===== src/rtl/bar_pkg.sv =====
// Shared definitions for the bar-graph display: register bank type, packet
// geometry and the loader state encoding. The VGA renderer imports the same
// bank type so both sides agree on the bar layout.
package bar_pkg;

    localparam int N_BARS   = 15;  // number of bars / height registers
    localparam int ADDR_W   = 8;   // packet address field width
    localparam int VAL_W    = 8;   // packet value field width
    localparam int PKT_BITS = ADDR_W + VAL_W;

    // Bar i occupies bits [8i+7:8i] when the bank is flattened.
    typedef logic [N_BARS-1:0][VAL_W-1:0] bar_bank_t;

    typedef enum logic [1:0] {
        WAIT_IDLE = 2'd0,
        IDLE      = 2'd1,
        SHIFT     = 2'd2,
        CHECK     = 2'd3
    } loader_state_t;

endpackage


===== src/rtl/sync_edge.sv =====
// Two-flop synchronizer with an extra delay flop for edge detection.
//   clk  : sampling clock
//   rst  : asynchronous active-high reset, clears all flops
//   din  : asynchronous input
//   dout : synchronized level
//   rise : one-cycle pulse on a synchronized 0->1 transition
//   fall : one-cycle pulse on a synchronized 1->0 transition
module sync_edge (
    input  logic clk,
    input  logic rst,
    input  logic din,
    output logic dout,
    output logic rise,
    output logic fall
);

    logic meta;
    logic sync;
    logic dly;

    always_ff @(posedge clk or posedge rst) begin
        if (rst) begin
            meta <= 1'b0;
            sync <= 1'b0;
            dly  <= 1'b0;
        end else begin
            meta <= din;
            sync <= meta;
            dly  <= sync;
        end
    end

    assign dout = sync;
    assign rise = sync & ~dly;
    assign fall = ~sync & dly;

endmodule


===== src/rtl/bar_reg_loader.sv =====
// Configuration controller for the bar-graph VGA display.
// SPI write packets {value[15:8], addr[7:0]}, LSB first, are oversampled in
// the CLOCK_50 domain, validated, written into a shadow bank, and the shadow
// bank is copied to the active bank only on frame_start so bars never tear.
//   CLOCK_50    : system clock
//   reset       : asynchronous active-high reset
//   spi_sclk    : host SPI clock (async, <= CLOCK_50/8)
//   spi_cs      : packet frame, active-high
//   spi_mosi    : serial data, LSB first
//   frame_start : one-cycle pulse at start of vertical sync
//   bar_heights : active bank, bar i at [8i+7:8i]
//   pkt_ok      : pulse, valid packet written to shadow
//   pkt_err     : pulse, packet rejected
//   err_count   : saturating count of rejected packets
//   pending     : shadow holds writes not yet committed
//
// state     | meaning
// ----------+-------------------------------------------------------------
// WAIT_IDLE | after reset; wait for synchronizers to fill and cs to be low
// IDLE      | waiting for cs rising edge
// SHIFT     | shifting mosi on each sclk rising edge until cs falls
// CHECK     | one cycle: validate packet, write shadow or count error
module bar_reg_loader #(
    parameter int N        = bar_pkg::N_BARS,
    parameter int PKT_BITS = bar_pkg::PKT_BITS,
    parameter int ERR_W    = 8
) (
    input  logic             CLOCK_50,
    input  logic             reset,
    input  logic             spi_sclk,
    input  logic             spi_cs,
    input  logic             spi_mosi,
    input  logic             frame_start,
    output logic [N*8-1:0]   bar_heights,
    output logic             pkt_ok,
    output logic             pkt_err,
    output logic [ERR_W-1:0] err_count,
    output logic             pending
);

    import bar_pkg::*;

    localparam int CNT_W   = $clog2(PKT_BITS + 2);
    localparam int CNT_SAT = PKT_BITS + 1;   // any count above PKT_BITS is overrun

    typedef logic [N-1:0][VAL_W-1:0] bank_t;

    // ---------------------------------------------------------------
    // Input synchronization
    // ---------------------------------------------------------------
    logic cs_sync, cs_rise, cs_fall;
    logic sclk_rise, sclk_sync_unused, sclk_fall_unused;
    logic mosi_meta, mosi_sync;

    sync_edge u_sync_cs (
        .clk  (CLOCK_50),
        .rst  (reset),
        .din  (spi_cs),
        .dout (cs_sync),
        .rise (cs_rise),
        .fall (cs_fall)
    );

    sync_edge u_sync_sclk (
        .clk  (CLOCK_50),
        .rst  (reset),
        .din  (spi_sclk),
        .dout (sclk_sync_unused),
        .rise (sclk_rise),
        .fall (sclk_fall_unused)
    );

    // mosi needs only the level; its 2-flop latency matches sclk_rise timing.
    always_ff @(posedge CLOCK_50 or posedge reset) begin
        if (reset) begin
            mosi_meta <= 1'b0;
            mosi_sync <= 1'b0;
        end else begin
            mosi_meta <= spi_mosi;
            mosi_sync <= mosi_meta;
        end
    end

    // ---------------------------------------------------------------
    // Post-reset settle timer. The synchronizers reset to 0, so cs_sync
    // reads low for two cycles even if the pin is high. Leaving WAIT_IDLE
    // before they hold real samples would turn a packet in flight at
    // reset into a spurious cs rise.
    // ---------------------------------------------------------------
    logic [1:0] warm_cnt;
    logic       warm_done;

    always_ff @(posedge CLOCK_50 or posedge reset) begin
        if (reset) begin
            warm_cnt <= 2'd2;
        end else if (warm_cnt != 2'd0) begin
            warm_cnt <= warm_cnt - 2'd1;
        end
    end

    assign warm_done = (warm_cnt == 2'd0);

    // ---------------------------------------------------------------
    // FSM: state register
    // ---------------------------------------------------------------
    loader_state_t state, state_nxt;

    always_ff @(posedge CLOCK_50 or posedge reset) begin
        if (reset) begin
            state <= WAIT_IDLE;
        end else begin
            state <= state_nxt;
        end
    end

    // ---------------------------------------------------------------
    // FSM: next-state logic
    // ---------------------------------------------------------------
    always_comb begin
        state_nxt = state;
        unique case (state)
            WAIT_IDLE: if (warm_done && !cs_sync) state_nxt = IDLE;
            IDLE:      if (cs_rise)               state_nxt = SHIFT;
            SHIFT:     if (cs_fall)               state_nxt = CHECK;
            CHECK:                                state_nxt = IDLE;
            default:                              state_nxt = WAIT_IDLE;
        endcase
    end

    // ---------------------------------------------------------------
    // FSM: output decode
    // ---------------------------------------------------------------
    logic clr_shift, do_shift, do_check;

    always_comb begin
        clr_shift = 1'b0;
        do_shift  = 1'b0;
        do_check  = 1'b0;
        unique case (state)
            IDLE:    clr_shift = cs_rise;
            // An sclk edge coincident with the cs fall belongs to no packet.
            SHIFT:   do_shift  = sclk_rise & ~cs_fall;
            CHECK:   do_check  = 1'b1;
            default: ;
        endcase
    end

    // ---------------------------------------------------------------
    // Shift register and bit counter
    // ---------------------------------------------------------------
    logic [CNT_W-1:0]    bit_cnt;
    logic [PKT_BITS-1:0] shift_q;

    always_ff @(posedge CLOCK_50 or posedge reset) begin
        if (reset) begin
            bit_cnt <= '0;
            shift_q <= '0;
        end else if (clr_shift) begin
            bit_cnt <= '0;
            shift_q <= '0;
        end else if (do_shift) begin
            shift_q <= {mosi_sync, shift_q[PKT_BITS-1:1]};
            if (bit_cnt != CNT_W'(CNT_SAT)) begin
                bit_cnt <= bit_cnt + CNT_W'(1);
            end
        end
    end

    // ---------------------------------------------------------------
    // Packet validation
    // ---------------------------------------------------------------
    logic [ADDR_W-1:0] pkt_addr;
    logic [VAL_W-1:0]  pkt_val;
    logic              pkt_good;
    logic              do_write;

    assign pkt_addr = shift_q[ADDR_W-1:0];
    assign pkt_val  = shift_q[PKT_BITS-1:ADDR_W];
    assign pkt_good = (bit_cnt == CNT_W'(PKT_BITS)) && (32'(pkt_addr) < 32'(N));
    assign do_write = do_check & pkt_good;

    // ---------------------------------------------------------------
    // Shadow / active banks. A commit and a write in the same cycle both
    // happen: the commit takes the pre-write shadow, and pending stays set
    // so the new value goes out on the next frame.
    // ---------------------------------------------------------------
    bank_t shadow;
    bank_t active;

    always_ff @(posedge CLOCK_50 or posedge reset) begin
        if (reset) begin
            shadow  <= '0;
            active  <= '0;
            pending <= 1'b0;
        end else begin
            for (int i = 0; i < N; i++) begin
                if (do_write && pkt_addr == ADDR_W'(i)) begin
                    shadow[i] <= pkt_val;
                end
            end
            if (frame_start && pending) begin
                active <= shadow;
            end
            if (do_write) begin
                pending <= 1'b1;
            end else if (frame_start) begin
                pending <= 1'b0;
            end
        end
    end

    assign bar_heights = active;

    // ---------------------------------------------------------------
    // Status pulses and error counter
    // ---------------------------------------------------------------
    always_ff @(posedge CLOCK_50 or posedge reset) begin
        if (reset) begin
            pkt_ok    <= 1'b0;
            pkt_err   <= 1'b0;
            err_count <= '0;
        end else begin
            pkt_ok  <= do_write;
            pkt_err <= do_check & ~pkt_good;
            if (do_check && !pkt_good && err_count != '1) begin
                err_count <= err_count + ERR_W'(1);
            end
        end
    end

endmodule


===== config.mk =====
export PLATFORM = sky130hd
export DESIGN_NAME = bar_reg_loader
export DESIGN_NICKNAME = d
export VERILOG_FILES = /design/src/rtl/bar_pkg.sv /design/src/rtl/sync_edge.sv /design/src/rtl/bar_reg_loader.sv
export SDC_FILE = /design/constraint.sdc
export NUM_CORES = 1
export LEC_CHECK = 0
export BUFFER_PORTS_ARGS = -buffer_cell sky130_fd_sc_hd__buf_2
export CELL_PAD_IN_SITES_DETAIL_PLACEMENT = 0
export CELL_PAD_IN_SITES_GLOBAL_PLACEMENT = 1
export CORE_UTILIZATION = 40
export CTS_CLUSTER_SIZE = 20
export DETAILED_ROUTE_END_ITERATION = 16
export PLACE_DENSITY = 0.67
export REMOVE_ABC_BUFFERS = 1
export SYNTH_ARGS = -nofsm -noshare
export SYNTH_HDL_FRONTEND = slang
export SYNTH_SLANG_ARGS = --single-unit

===== constraint.sdc =====
create_clock -name CLOCK_50 -period 10.4 [get_ports CLOCK_50]
set_input_delay 0 -clock CLOCK_50 [delete_from_list [all_inputs] [get_ports CLOCK_50]]
set_output_delay 0 -clock CLOCK_50 [all_outputs]
set_load 0.05 [all_outputs]

## Word level (Yosys, flattened, before mapping)

Cells that the tools add are included.

- Reduce and logical (&&, ||, !) cells: 31
- Equality and inequality tests: 23
- Bitwise operators: 11
- Mux-type cells: 14
- Magnitude comparators: 1
- Add/sub/neg operators: 3

Operator list:

| operator | count |
|---|---|
| $eq A8 B4 Y1 const B | 7 |
| $eq A8 B3 Y1 const B | 4 |
| $mux W16 | 2 |
| $logic_and A1 B1 Y1 | 20 |
| $eq A8 B2 Y1 const B | 2 |
| $mux W5 | 3 |
| $add A8 B1 Y8 const B | 1 |
| $eq A8 B1 Y1 const B | 1 |
| $logic_not A8 Y1 | 1 |
| $lt A8 B4 Y1 const B | 1 |
| $ne A8 B8 Y1 const B | 1 |
| $pmux W2 S4 | 1 |
| $reduce_bool A2 Y1 | 4 |
| $and A1 B1 Y1 | 6 |
| $mux W2 | 3 |
| $ne A2 B2 Y1 const B | 3 |
| $add A5 B1 Y5 const B | 1 |
| $eq A5 B5 Y1 const B | 1 |
| $mux W1 | 5 |
| $ne A5 B5 Y1 const B | 1 |
| $not A1 Y1 | 5 |
| $eq A2 B2 Y1 const B | 2 |
| $logic_not A2 Y1 | 2 |
| $reduce_and A3 Y1 | 1 |
| other kinds (4) | 5 |

- Input port bits: 6
- Bits in registers: 284
- Word-level logic and storage cells: 129

## Depth between registers and ports, before layout

- Depth after elaboration: 7
- Gate-level depth with buffers: 7
- Gate-level depth less buffers: 6

## Hierarchy

From an unflattened synthesis, not the netlist that was laid out.

- Cells, all modules: 719
- Area, all modules: 10989.3 um^2

Modules (own cells, without submodules):

| module | cells an instance | instances | area each (um^2) |
|---|---|---|---|
| bar_reg_loader | 707 | 1 | 10801.6 |
| sync_edge | 6 | 2 | 93.8 |

## Worst setup path before layout

No wires, ideal clock.

- Path type: reg-to-reg
- From: reg bit_cnt[0]
- To: reg shadow[32] (netlist bit)
- Period minus slack after synthesis: 2.138 ns
- Slack: 8.262 ns
- Path buffers: 1
- Data arrival time: 2.013 ns
- Stages on the path, launching flop included: 8
- Library setup time: 0.125 ns
- Path through: dfrtp_1 inv_1 ha_1 nor4b_4 nand4_4 or4_1 buf_6 mux2_4

- Word-level cells in the longest chain between the ends: 4

RTL lines:

| what | RTL line | source |
|---|---|---|
| start: declaration | bar_reg_loader.sv:151 | `logic [CNT_W-1:0] bit_cnt;` |
| start signal: assignment | bar_reg_loader.sv:164 | `bit_cnt <= bit_cnt + CNT_W'(1);` |
| $eq A5 B5 Y1 | bar_reg_loader.sv:179 | `assign pkt_good = (bit_cnt == CNT_W'(PKT_BITS)) && (32'(pkt_addr) < 32'(N));` |
| $logic_and A1 B1 Y1 | bar_reg_loader.sv:179 |  |
| $and A1 B1 Y1 | bar_reg_loader.sv:180 | `assign do_write = do_check & pkt_good;` |
| $logic_and A1 B1 Y1 | bar_reg_loader.sv:197 | `if (do_write && pkt_addr == ADDR_W'(i)) begin` |
| end signal: indexed assignment | bar_reg_loader.sv:198 | `shadow[i] <= pkt_val;` |
| end: declaration | bar_reg_loader.sv:187 | `bank_t shadow;` |

Every way passes these cells.
A chain may end at the register's enable or synchronous reset.

## Worst setup path after layout

- From: reg bit_cnt[0]
- To: reg shadow[67] (netlist bit)

Same word-level chain as after synthesis.

==> qor_table.md <==
| Group | Metric | This run |
|:---|:---|:---|
| run status | Run status | complete, no violations |
| logic synthesis | Average cell area after synthesis | 15.87 um2 |
| routing | Final Routed Wirelength | 23170 um |
| critical path | Worst Path Required | 10.81 ns |
| logic synthesis | Cell count after synthesis | 706 |
| global routing | Wire length of the first global-routing pass | 37250 um |
| timing | Max-slew violation count | 0 |
| min path | Path type of the worst min-delay path | input pin to flop |
| cts | Clk Latency, worst-skew pair | 0.54 ns |
| power and ir drop | Power per unit of standard cell area | 179.9 nW/um2 |
| timing | Number of hold violations in the final report | 0 |
| logic synthesis | Predominant post-synthesis flop cell | dfrtp_1 |
| logic synthesis | Arithmetic-cell share of the synthesized area counting full adders, half adders and majority gates | 1.117% |
| critical path | Largest driver fanout on the critical path | 15 |
| cts | Num CTS Buffers | 29 |
| floorplan | Area of the die | 28680 um2 |
| job | Max-cap viol count | 0 |
| global routing | Vias in the first global route | 6646 |
| critical path | WS Path Type | flop to flop |
| layout | Final instance area | 13210 um2 |
| routing | Number of antenna-violating nets in the routed design | 0 |
| critical path | CP endpoint kind | flop |
| logic synthesis | Leading area contributor after synthesis | dfrtp_1 |
| cts | CTS tree | done |
| layout | Antenna fix cells | 0 |
| logic synthesis | Area share of and/or/nand/nor cells after synthesis | 5.328% |
| min path | Hold depth | 2 |
| critical path | Number of gates on the worst path with buffers counted | 6 |
| timing | Achievable frequency | 0.3539 GHz |
| floorplan | Height of the die | 169.3 um |
| global routing | Pin count of the biggest net entering global routing | 140 |
| routing | DR WL/cell | 18.67 um |
| routing | First-pass iteration count of the detailed router | 4 |
| logic synthesis | Most frequent cell after synthesis | dfrtp_1 |
| routing | Residual DRC count | 0 |
| place | Final HPWL from detailed placement | 14760 um |
| timing | RSZ-0062 raised after global routing | no |
| cts | Post-cts sizing count | 0 |
| power and ir drop | Maximum resistive drop on vdd | 0.1136 mV |
| logic synthesis | Post-synthesis instance area | 11200 um2 |
| critical path | CP max stage cell | or4_1 |
| logic synthesis | Share of the yosys chip area belonging to registers | 63.45% |
| timing | Max-slew headroom at the worst pin | 33.36% |
| cts | TritonCTS sink count | 284 |
| critical path | Gate family responsible for the most delay along the worst path | simple AND/OR/NAND/NOR gates |
| place | Final weighted congestion of routability-driven global placement | 0.7555 |
| layout | Number of nets in the finished design | 863 |
| layout | Finished Layout Cells | 1241 |
| floorplan | Initial core utilization | 41.22% |
| cts | Clock transition at the registers of the reported paths | 0.06 ns |
| timing | Final total negative setup slack | 0 ns |
| timing | Setup Viol. Count Final | 0 |
| routing | Via count | 6167 |
| floorplan | Number of standard-cell rows in the floorplan | 60 |
| place | Buffers on Ports | 136 |
| timing | Worst clock skew on the final layout | 0.01147 ns |
| logic synthesis | Multiplexer area fraction after synthesis | 26.13% |
| routing | Starting DRT DRC Count | 257 |
| cts | Number of buffers inserted by post-CTS setup repair | 0 |
| critical path | R2R cell count | 6 |
| critical path | Crit start category | flop |
| logic synthesis | Post-synthesis sequential element count | 284 |
| logic synthesis | Area share of xor/xnor cells in the synthesized design | 0.7819% |
| logic synthesis | Area share of the largest cell type after synthesis | 63.22% |
| power and ir drop | Leakage component of the power | 7.069 nW |
| cts | H-tree levels | 1 |
| logic synthesis | Area fraction in compound gates after synthesis | 1.340% |
| layout | Layout cell share with drive strength beyond 1 | 51.44% |
| logic synthesis | Count of flip-flops with a built-in enable after synthesis | 0 |
| logic synthesis | Combinational family with the most area after synthesis | multiplexers |
| floorplan | Placeable Area | 27180 um2 |
| logic synthesis | Share of async-settable or async-resettable flops after synthesis | 100.0% |
| critical path | Total buffers and inverters traversed by the critical path | 1 |
| logic synthesis | Top cells by area in the synthesized netlist | dfrtp_1 63%, mux2_2 22%, mux2_4 3.2% |
| critical path | Cell chain of the critical path | inv_1 > ha_1 > nor4b_4 > nand4_4 > or4_1 > mux2_4 |
| timing | Portion of the clock cycle consumed by the worst path in the final layout | 27.17% |
| timing | Slew @ Worst Pin | 0.9996 ns |
| place | Cell total after placement | 1183 |
| logic synthesis | Yosys warning total | 0 |
| logic synthesis | Number of distinct library cells after synthesis | 39 |
| global routing | Number of antenna violations at the first check in global routing | 0 |
| cts | Maximum buffer depth of the clock tree | 3 |
| logic synthesis | Cell types with the highest counts after synthesis | 283 x dfrtp_1, 219 x mux2_2, 28 x clkbuf_1, 24 x mux2_4 |
| global routing | Overflow left after global routing | 0 |
| routing | Average via count per standard cell | 4.969 |
| global routing | GRT Overall Usage | 16.61% |
| critical path | Endpoint arrival time on the critical path | 3.24 ns |
| layout | Area growth syn-to-layout | 17.92% |
| cts | Buffer type at the clock tree root | clkbuf_16 |
| critical path | Peak per-stage delay on the critical path | 0.89 ns |
| floorplan | Width of the die | 169.3 um |
| place | Post-detailed-placement cell area | 12240 um2 |
| floorplan | IO Count | 137 |
| timing | Tmin final | 2.826 ns |
[worst register-to-register path: cells and delay by family (launching register included)]
kind	cells	cell delay, ns
muxes	1	0.39
adders and majority gates	1	0.15
DFF	1	0.43
buffers and inverters	1	0.08
and+or+nand+nor	3	1.66
[cell families after synthesis]
kind of cell,after synthesis
AOI/OAI and AO/OA,26
buffers and inverters,46
DFF,284
xor gates and xnor gates,10
muxes,253
adders and majority gates,10
and+or+nand+nor,77
[flip-flops by register name, indices dropped and copies added (netlist names)]
signal and flops:
mosi_sync 1, err_count 8, shadow 120, warm_cnt 2, u_sync_sclk.dout 1, bit_cnt 5
u_sync_cs.meta 1, pkt_ok 1, u_sync_cs.dout 1, u_sync_sclk.meta 1, state 2, shift_q 16
u_sync_sclk.dly 1, pending 1, u_sync_cs.dly 1, mosi_meta 1, pkt_err 1, bar_heights 120
[timing repair]
action	in CTS	in global routing
setup endpoints to repair	0	0
hold endpoints to repair	140	0
hold buffers	5	0
[final cells by class]
cell class,instances,area [um2]
Inverter,10,45.04
Tap cell,372,465.4
Clock buffer,43,818.3
Timing Repair Buffer,146,768.2
Clock inverter,10,105.1
Sequential cell,284,7108
Multi-Input combinational cell,376,3899
Fill cell,2388,13970
[routing by layer]
layer  vias to the layer above  global-route usage (%)  wire [um]
li1                       2778                       -          -
met1                      3220                   22.87      10830
met2                       133                   26.98      10850
met3                        36                   2.938       1047
met4                         0                   4.779        438
met5                         -                       0          0
[placed cells by master (no fill, tap or decap), types with 6 or more instances in the layout]
cell type,n
dfrtp_1,283
mux2_2,219
buf_2,136
clkbuf_16,29
mux2_4,24
nor2_1,16
nand2_1,15
xnor2_1,10
o21ai_0,10
mux2i_1,10
ha_1,10
clkbuf_1,10
inv_1,9
a21oi_1,9
nor3_4,8
nand4_1,7
clkinv_2,6
[power by group]
part           switching (mW)  total [mW]  leakage [nW]  internal (mW)
registers              0.0501        1.18          3.93           1.13
logic                   0.128       0.192          2.69         0.0635
clock network           0.412        1.00         0.450          0.592
total                   0.590        2.38          7.07           1.79
[path summary, 6_finish.rpt]
path,start,endpoint,slack (ns)
worst min-delay path,spi_sclk,u_sync_sclk.meta,0.10
min in group asynchronous,reset,err_count[6],0.18
worst max-delay path,bit_cnt[0],shadow[67],7.57
max in group asynchronous,reset,shift_q[15],8.59
worst min register to register,u_sync_sclk.meta,u_sync_sclk.dout,0.35
worst max register to register,bit_cnt[0],shadow[67],7.57
[metrics by stage]
step | total power, mW | hold WS [ns] | util, % | worst slack, ns
3_3_place_gp | 1.386 | 0.1118 | 45.02 | 7.659
5_1_grt | 2.478 | 0.08829 | 48.61 | 7.401
2_1_floorplan | 1.327 | 0.03143 | - | 2.566
4_1_cts | 2.410 | 0.08107 | 48.61 | 7.553
6_report | 2.376 | 0.1050 | 48.61 | 7.574
3_5_place_dp | 1.395 | 0.1102 | 45.02 | 7.547
Note: power is estimated with default switching activity, not from simulation.
